## config.mk

```make
export PLATFORM = sky130hd
export DESIGN_NAME = vga_pattern_gen
export DESIGN_NICKNAME = d
export VERILOG_FILES = /design/src/rtl/vga_pattern_gen.sv
export SDC_FILE = /design/constraint.sdc
export NUM_CORES = 1
export LEC_CHECK = 0
export CORE_MARGIN = 1.5
export CORE_UTILIZATION = 45
export CTS_BUF_LIST = sky130_fd_sc_hd__clkbuf_2
export CTS_CLUSTER_DIAMETER = 150
export DETAILED_ROUTE_END_ITERATION = 7
export PLACE_DENSITY = 0.73
export SETUP_SLACK_MARGIN = 0.1
export SLEW_MARGIN = 20
export SYNTH_ARGS = -nofsm -noshare
export SYNTH_HDL_FRONTEND = slang
export SYNTH_SLANG_ARGS = --single-unit
```

## constraint.sdc

```tcl
create_clock -name clk_i -period 2.3 [get_ports clk_i]
set_input_delay 0.46 -clock clk_i [delete_from_list [all_inputs] [get_ports clk_i]]
set_output_delay 0.46 -clock clk_i [all_outputs]
set_load 0.01 [all_outputs]
```

## src/rtl/vga_pattern_gen.sv

```systemverilog
// Pixel-colour stage: turns VGA timing (sync, DE, x/y) into 12-bit RGB test patterns.
// Two-cycle pipeline; the pattern select is latched only at the start of each frame.
module vga_pattern_gen #(
  parameter int unsigned H_ACTIVE      = 640,
  parameter int unsigned V_ACTIVE      = 480,
  parameter int unsigned BAR_STEP      = 1,
  parameter bit          VS_ACTIVE_LOW = 1'b1
) (
  input  logic        clk_i,
  input  logic        arst_i,
  input  logic [2:0]  sw_i,
  input  logic        hs_i,
  input  logic        vs_i,
  input  logic        de_i,
  input  logic [9:0]  x_i,
  input  logic [9:0]  y_i,
  output logic        hs_o,
  output logic        vs_o,
  output logic        de_o,
  output logic [11:0] rgb_o
);

  localparam int unsigned BarW     = H_ACTIVE / 8;
  localparam logic [9:0]  SegLast  = 10'(BarW - 1);
  localparam logic        SyncIdle = VS_ACTIVE_LOW;

  if (H_ACTIVE > 1024 || V_ACTIVE > 1024) begin : g_range_check
    $error("vga_pattern_gen: active area exceeds 10-bit coordinates");
  end

  logic [2:0]  mode_q, mode_d;
  logic [9:0]  pos_q, pos_d;
  logic [3:0]  frame_q, frame_d;
  logic [2:0]  idx_q, idx_d;
  logic [9:0]  seg_q, seg_d;
  logic        vs_prev_q;
  logic [11:0] col_q, col_d;
  logic        hs1_q, vs1_q, de1_q;
  logic [11:0] rgb_q, rgb_d;
  logic        hs2_q, vs2_q, de2_q;

  logic        fb;
  logic [31:0] pos_sum;
  logic        in_bar;
  logic        unused_y;

  assign unused_y = ^{y_i[9], y_i[4:0]};

  // Frame boundary: vsync moving into its asserted level.
  assign fb = (vs_i != SyncIdle) && (vs_prev_q == SyncIdle);

  assign in_bar = ({1'b0, x_i} >= {1'b0, pos_q}) && ({1'b0, x_i} < ({1'b0, pos_q} + 11'd16));

  always_comb begin
    mode_d  = mode_q;
    pos_d   = pos_q;
    frame_d = frame_q;
    pos_sum = 32'(pos_q) + BAR_STEP;
    if (fb) begin
      mode_d  = sw_i;
      pos_d   = (pos_sum >= H_ACTIVE) ? 10'd0 : pos_sum[9:0];
      frame_d = frame_q + 4'd1;
    end

    // Bar index follows pixel count within the DE run, not x_i.
    idx_d = idx_q;
    seg_d = seg_q;
    if (!de_i) begin
      idx_d = '0;
      seg_d = '0;
    end else if (seg_q == SegLast) begin
      seg_d = '0;
      if (idx_q != 3'd7) idx_d = idx_q + 3'd1;
    end else begin
      seg_d = seg_q + 10'd1;
    end

    col_d = 12'h000;
    if (mode_q[2]) begin
      unique case (mode_q[1:0])
        2'b00: begin
          unique case (idx_q)
            3'd0:    col_d = 12'hFFF;
            3'd1:    col_d = 12'hFF0;
            3'd2:    col_d = 12'h0FF;
            3'd3:    col_d = 12'h0F0;
            3'd4:    col_d = 12'hF0F;
            3'd5:    col_d = 12'hF00;
            3'd6:    col_d = 12'h00F;
            default: col_d = 12'h000;
          endcase
        end
        2'b01:   col_d = (x_i[5] ^ y_i[5]) ? 12'h000 : 12'hFFF;
        2'b10:   col_d = in_bar ? 12'hFFF : 12'h000;
        default: col_d = {x_i[9:6], y_i[8:5], frame_q};
      endcase
    end

    rgb_d = de1_q ? col_q : 12'h000;
  end

  always_ff @(posedge clk_i or posedge arst_i) begin
    if (arst_i) begin
      mode_q    <= '0;
      pos_q     <= '0;
      frame_q   <= '0;
      idx_q     <= '0;
      seg_q     <= '0;
      vs_prev_q <= SyncIdle;
      col_q     <= '0;
      hs1_q     <= SyncIdle;
      vs1_q     <= SyncIdle;
      de1_q     <= 1'b0;
      rgb_q     <= '0;
      hs2_q     <= SyncIdle;
      vs2_q     <= SyncIdle;
      de2_q     <= 1'b0;
    end else begin
      mode_q    <= mode_d;
      pos_q     <= pos_d;
      frame_q   <= frame_d;
      idx_q     <= idx_d;
      seg_q     <= seg_d;
      vs_prev_q <= vs_i;
      col_q     <= col_d;
      hs1_q     <= hs_i;
      vs1_q     <= vs_i;
      de1_q     <= de_i;
      rgb_q     <= rgb_d;
      hs2_q     <= hs1_q;
      vs2_q     <= vs1_q;
      de2_q     <= de1_q;
    end
  end

  assign hs_o  = hs2_q;
  assign vs_o  = vs2_q;
  assign de_o  = de2_q;
  assign rgb_o = rgb_q;

endmodule

```

==> flow_metrics.env, run 1 <==
export IMPL_port_buffers=36
export IMPL_clockRootBuffer="clkbuf_2"
export IMPL_synth_edff_count=0
export IMPL_start_util_pct=46.1
export IMPL_synth_flop_cell="dfrtp_1"
export IMPL_arrival_ns=2.59
export IMPL_crit_family="compound AO/OA/AOI/OAI gates"
export IMPL_die_area_um2=7430
export IMPL_yosysSeqAreaShare_pct=48.4
export IMPL_finalSetupViolCount=0
export IMPL_stdcell_count=448
export IMPL_drc=0
export IMPL_cp_required_ns=2.72
export IMPL_coreArea_um2=6760
export IMPL_dp_hpwl_um=4290
export IMPL_fin_crit_sh_pct=94.1
export IMPL_skew_ns=0.0131
export IMPL_std_cell_rows=30
export IMPL_numCtsBuffers=9
export IMPL_fin_nets=417
export IMPL_htreeDepth=3
export IMPL_maxCapViolCount=0
export IMPL_crit_chain="ha_4, inv_1, ha_4, a21oi_1, o21ai_2, o31ai_4, o311ai_4, buf_6, o21ai_2"
export IMPL_ys_async_sr_fraction_pct=100
export IMPL_grt_total_usage_pct=17.7
export IMPL_grt_start_max_net_pins=61
export IMPL_ys_types=54
export IMPL_cts_max_path_buffers=2
export IMPL_status="completed"
export IMPL_via_per_inst=5.49
export IMPL_drive_gt1_share_pct=17.7
export IMPL_clk_latency_ns=0.49
export IMPL_post_drt_wl_per_cell_um=14.1
export IMPL_ys_ff_latch=60
export IMPL_rsz0062_at_grt="true"
export IMPL_diodes=0
export IMPL_die_h_um=86.2
export IMPL_cp_num_buf_inv=2
export IMPL_ant_nets=0
export IMPL_seq_area_um2=1510
export IMPL_die_width_um=86.2
export IMPL_period_minus_slack_ns=2.16
export IMPL_p_per_area_nw_per_um2=854
export IMPL_cts_hold_buf=0
export IMPL_syn_nets=360
export IMPL_finalHoldViolations=0
export IMPL_yosysWarnings=0
export IMPL_drt_initial_drc_count=116
export IMPL_antenna_found_initial=0
export IMPL_dr_pass1_iters=5
export IMPL_cts_tree="built"
export IMPL_syn_area_um2=3110
export IMPL_multi_input_area_um2=1580
export IMPL_clk_pin_slew_ns=0.17
export IMPL_gp_congestion=0.897
export IMPL_fillCellCount=561
export IMPL_critPathMaxStageDelay_ns=0.49
export IMPL_area_growth_syn_to_layout_pct=27.1
export IMPL_power_leakage_nw=1.77
export IMPL_worst_pin_slew_ns=0.581
export IMPL_vias=2458
export IMPL_cpMaxStageDelayCell="dfrtp_2"
export IMPL_clock_sinks=60
export IMPL_max_slew_margin_rel_pct=61.1
export IMPL_fmax_mhz=462
export IMPL_worstPathMaxFanout=6
export IMPL_finalMaxSlewViolations=0
export IMPL_pin_count=43
export IMPL_hold_path_class="input port to async pin"
export IMPL_synthCells=306
export IMPL_critPathCaptureType="register"
export IMPL_grt_pass1_vias=2282
export IMPL_worstSetupPathType="register to register"
export IMPL_wl_um=6320
export IMPL_ir_drop_mv=0.610
export IMPL_syn_avg_cell_area_um2=10.2
export IMPL_overflow=0
export IMPL_final_util_pct=58.6
export IMPL_grt_pass1_wl_um=10200
export IMPL_worst_setup_path_start_kind="register"
export IMPL_placedCellCount=425
## where the power goes
part / leakage, nW / internal (mW) / total, mW / switching, mW
clock network: 0.0925 / 0.475 / 0.867 / 0.392
logic: 0.917 / 0.561 / 1.12 / 0.563
registers: 0.762 / 1.22 / 1.39 / 0.167
total: 1.77 / 2.26 / 3.38 / 1.12
## cell type report
type,instances,share of cell area [%]
multi-input cells,217,39.9
inverters,18,1.71
clock buffers,10,1.27
well taps,80,2.53
flip-flops and latches,60,38.2
clock inverters,6,2.81
repair buffers,57,13.6
## cells in the final DEF (no fill, tap or decap), types with 2 or more instances in the layout
cell / count
nand2b_1: 2
ha_1: 24
a21oi_2: 6
dfrtp_1: 52
o31ai_1: 2
o211ai_1: 4
nor2b_1: 3
a21boi_0: 2
nand3_1: 12
buf_4: 18
o21ai_0: 18
nand4b_1: 3
nor2_1: 14
clkbuf_2: 10
xor2_1: 5
ha_4: 2
and2_1: 15
nand4_1: 6
nor4_1: 2
inv_1: 17
o21ai_1: 4
nor3_1: 4
buf_6: 2
bufinv_16: 3
dfstp_2: 4
a21oi_1: 11
clkdlybuf4s50_1: 36
and3_1: 4
o21ai_2: 2
a31oi_1: 5
o22ai_1: 2
xnor2_1: 12
dfrtp_2: 4
nand2_1: 27
## cells in the mapped netlist (2+ instances only)
cell type,number,area (µm²)
nor3_1,4,20.0
a31oi_1,5,31.3
nor2_1,15,56.3
o22ai_1,2,12.5
dfstp_2,4,105
nand3_1,12,60.1
nand2_1,27,101
inv_1,18,67.6
xnor2_1,12,105
o211ai_1,4,30.0
o21ai_0,22,110
and3_1,4,25.0
o21ai_1,2,10.0
and2_1,15,93.8
a21boi_0,2,15.0
nor4_1,2,12.5
nand2b_1,2,12.5
o31ai_1,3,22.5
clkbuf_1,5,18.8
xor2_1,5,43.8
nor2b_1,3,18.8
nand4_1,6,37.5
a21oi_1,17,85.1
ha_1,26,325
dfrtp_1,56,1400
nand4b_1,3,26.3
buf_2,3,15.0
## registers in the layout, indices dropped and copies added (netlist names)
signal   count
vs_o         1
hs_o         1
vs1_q        1
hs1_q        1
rgb_o       12
de_o         1
col_q       12
frame_q      4
pos_q       10
de1_q        1
seg_q       10
mode_q       3
idx_q        3
## final timing paths
kind                                            from                   to  slack (ns)  depth (start not counted)
worst min-delay path                          arst_i   seg_q[7]$_DFF_PP0_        0.32                          3
max in group asynchronous                     arst_i      hs1_q$_DFF_PP1_        1.67                          3
worst min register to register       hs1_q$_DFF_PP1_       hs_o$_DFF_PP1_        0.37                          0
worst max-delay path            pos_q[4]$_DFFE_PP0P_  col_q[11]$_DFF_PP0_        0.14                          9
worst max register to register  pos_q[4]$_DFFE_PP0P_  col_q[11]$_DFF_PP0_        0.14                          9
min in group clk_i                   hs1_q$_DFF_PP1_       hs_o$_DFF_PP1_        0.37                          0
## cells by family after synthesis
logic type / Yosys count / share of synthesized area [%]
AND/OR/NAND/NOR: 102 / 17.6
multiplexers: 1 / 0.322
XOR/XNOR: 17 / 4.78
adder cells (fa/ha/maj): 26 / 10.5
buffers and inverters: 29 / 3.98
flip-flops: 60 / 48.4
AO/OA/AOI/OAI: 71 / 14.4
## per-stage QoR
stage / hold slack, ns / setup TNS, ns / setup slack (ns) / cell area [µm²] / power [mW]
after CTS: 0.282 / 0 / 0.118 / 3810 / 3.18
final: 0.317 / 0 / 0.136 / 3960 / 3.38
after global placement: 0.346 / -0.541 / -0.0736 / 3630 / 2.23
after global routing: 0.291 / 0 / 0.0374 / 3960 / 3.59
after detailed placement: 0.347 / -0.217 / -0.0648 / 3630 / 2.27
after floorplan: 0.345 / 0 / 0.113 / 3110 / 1.97
## metal layers
metal | wire length, µm | GRT usage [%] | vias to the layer above | part of all wire, %
met5 | 0 | 0 | - | 0
met2 | 3170 | 29.7 | 86 | 50
met4 | 170 | 7.92 | 0 | 2.7
li1 | - | - | 1196 | -
met3 | 272 | 4.86 | 18 | 4.3
met1 | 2700 | 21.4 | 1158 | 43
## tightest hold or removal path: stages
cell and delay, ns:
clkdlybuf4s50_1 0.41, inv_2 0.07, buf_12 0.28
## repair_timing
| action | in CTS | in global routing |
|---|---|---|
| endpoints found under the setup margin | 9 | 15 |
| setup buffers | 2 | 4 |
| pin swaps | 0 | 10 |
| gates cloned | 0 | 1 |
| gates resized for setup | 3 | 26 |
Power figures use the tool's default switching activity.
==> inputs of run 2 (changes only) <==
Settings changed: MAX_ROUTING_LAYER from default to met4, SETUP_SLACK_MARGIN 0.1 to default.
==> flow_metrics.env, run 2 (synthesized netlist as in run 1, its figures left out) <==
export IMPL_cp_required_ns=2.71
export IMPL_period_minus_slack_ns=2.21
export IMPL_finalSetupViolCount=0
export IMPL_clock_sinks=60
export IMPL_numCtsBuffers=9
export IMPL_die_width_um=86.2
export IMPL_clk_latency_ns=0.49
export IMPL_worst_pin_slew_ns=0.516
export IMPL_grt_pass1_vias=2247
export IMPL_seq_area_um2=1510
export IMPL_p_per_area_nw_per_um2=822
export IMPL_critPathCaptureType="register"
export IMPL_via_per_inst=5.34
export IMPL_reg2reg_depth=9
export IMPL_arrival_ns=2.61
export IMPL_grt_total_usage_pct=18.4
export IMPL_ant_nets=0
export IMPL_post_drt_wl_per_cell_um=13.6
export IMPL_drt_initial_drc_count=99
export IMPL_port_buffers=36
export IMPL_worstPathMaxFanout=6
export IMPL_fin_crit_sh_pct=95.9
export IMPL_cts_tree="built"
export IMPL_maxCapViolCount=0
export IMPL_finish_instance_area_um2=3920
export IMPL_std_cell_rows=30
export IMPL_fmax_mhz=453
export IMPL_worst_setup_path_start_kind="register"
export IMPL_cts_max_path_buffers=2
export IMPL_drc=0
export IMPL_dp_hpwl_um=4380
export IMPL_drive_gt1_share_pct=16.3
export IMPL_skew_ns=0.0171
export IMPL_mostFrequentLayoutCell="dfrtp_1"
export IMPL_power_leakage_nw=1.76
export IMPL_postPlaceCellArea_um2=3640
export IMPL_overflow=0
export IMPL_finalMaxSlewViolations=0
export IMPL_gp_congestion=0.892
export IMPL_pin_count=43
export IMPL_diodes=0
export IMPL_die_area_um2=7430
export IMPL_start_util_pct=46.1
export IMPL_dr_pass1_iters=4
export IMPL_coreArea_um2=6760
export IMPL_worstSetupPathType="register to register"
export IMPL_area_growth_syn_to_layout_pct=26.0
export IMPL_vias=2391
export IMPL_hold_path_class="input port to async pin"
export IMPL_grt_pass1_wl_um=10100
export IMPL_ir_drop_mv=0.437
export IMPL_cts_hold_buf=0
export IMPL_die_h_um=86.2
export IMPL_setup_tns_ns=0
export IMPL_fillCellCount=584
export IMPL_multi_input_area_um2=1570
export IMPL_status="completed"
export IMPL_clk_pin_slew_ns=0.17
export IMPL_r2r_start="pos_q[4]$_DFFE_PP0P_"
export IMPL_setup_worst_path_start="pos_q[4]$_DFFE_PP0P_"
export IMPL_finalHoldViolations=0
export IMPL_rsz0062_at_grt="true"
export IMPL_max_slew_margin_rel_pct=65.5
export IMPL_most_common_layout_cells="54 x dfrtp_1, 36 x clkdlybuf4s50_1, 27 x nand2_1"
export IMPL_fin_nets=417
export IMPL_htreeDepth=3
export IMPL_clockRootBuffer="clkbuf_2"
export IMPL_final_util_pct=58.1
export IMPL_wl_um=6090
export IMPL_grt_start_max_net_pins=36
export IMPL_antenna_found_initial=0
run 2: routing by layer:
metal | share of wire (%) | wire (µm) | GRT usage (%) | up-vias
li1 | - | - | - | 1199
met1 | 43 | 2650 | 20.5 | 1138
met2 | 52 | 3150 | 30.6 | 48
met3 | 3.8 | 233 | 6.38 | 6
met4 | 0.97 | 59 | 6.74 | 0
met5 | 0 | 0 | - | -
run 2: area by class of cell:
cell class,count,area share [%]
Inverter,18,1.72
Timing Repair Buffer,57,13.7
Clock inverter,6,2.26
Sequential cell,60,38.5
Tap cell,80,2.55
Multi-Input combinational cell,217,40.0
Clock buffer,10,1.28
run 2: what timing repair did:
action,in CTS,in global routing
pin swaps,0,11
resized for setup,1,23
gates cloned,0,1
endpoints found under the setup margin,4,12
setup buffers,1,4
run 2: critical path, stage by stage, from the launching register on:
cell and delay (ns):
dfrtp_2 0.49, ha_4 0.19, xnor2_1 0.12, ha_1 0.33
nand4b_1 0.10, o21ai_1 0.08, o31ai_2 0.33, o311ai_4 0.18
buf_6 0.17, a21oi_1 0.13
run 2: final timing paths:
path,endpoint,slack [ns]
worst max register to register,col_q[1]$_DFF_PP0_,0.09
max in group asynchronous,pos_q[5]$_DFFE_PP0P_,1.62
worst max-delay path,col_q[1]$_DFF_PP0_,0.09
worst min register to register,hs_o$_DFF_PP1_,0.37
worst min-delay path,seg_q[7]$_DFF_PP0_,0.17
min in group clk_i,hs_o$_DFF_PP1_,0.37
run 2: per-stage QoR:
stage	total power [mW]	setup slack, ns	hold WS [ns]	instances
after global routing	3.47	-0.0307	0.0971	448
final	3.23	0.0937	0.165	448
after CTS	3.05	0.00558	0.131	443
after floorplan	1.97	0.113	0.345	306
after global placement	2.23	-0.0641	0.347	426
after detailed placement	2.27	-0.157	0.349	426
run 2: where the power goes:
| group | internal, mW | switching (mW) | leakage [nW] |
|---|---|---|---|
| Sequential | 1.22 | 0.157 | 0.764 |
| Combinational | 0.555 | 0.542 | 0.923 |
| Clock | 0.364 | 0.390 | 0.0781 |
| Total | 2.14 | 1.09 | 1.76 |
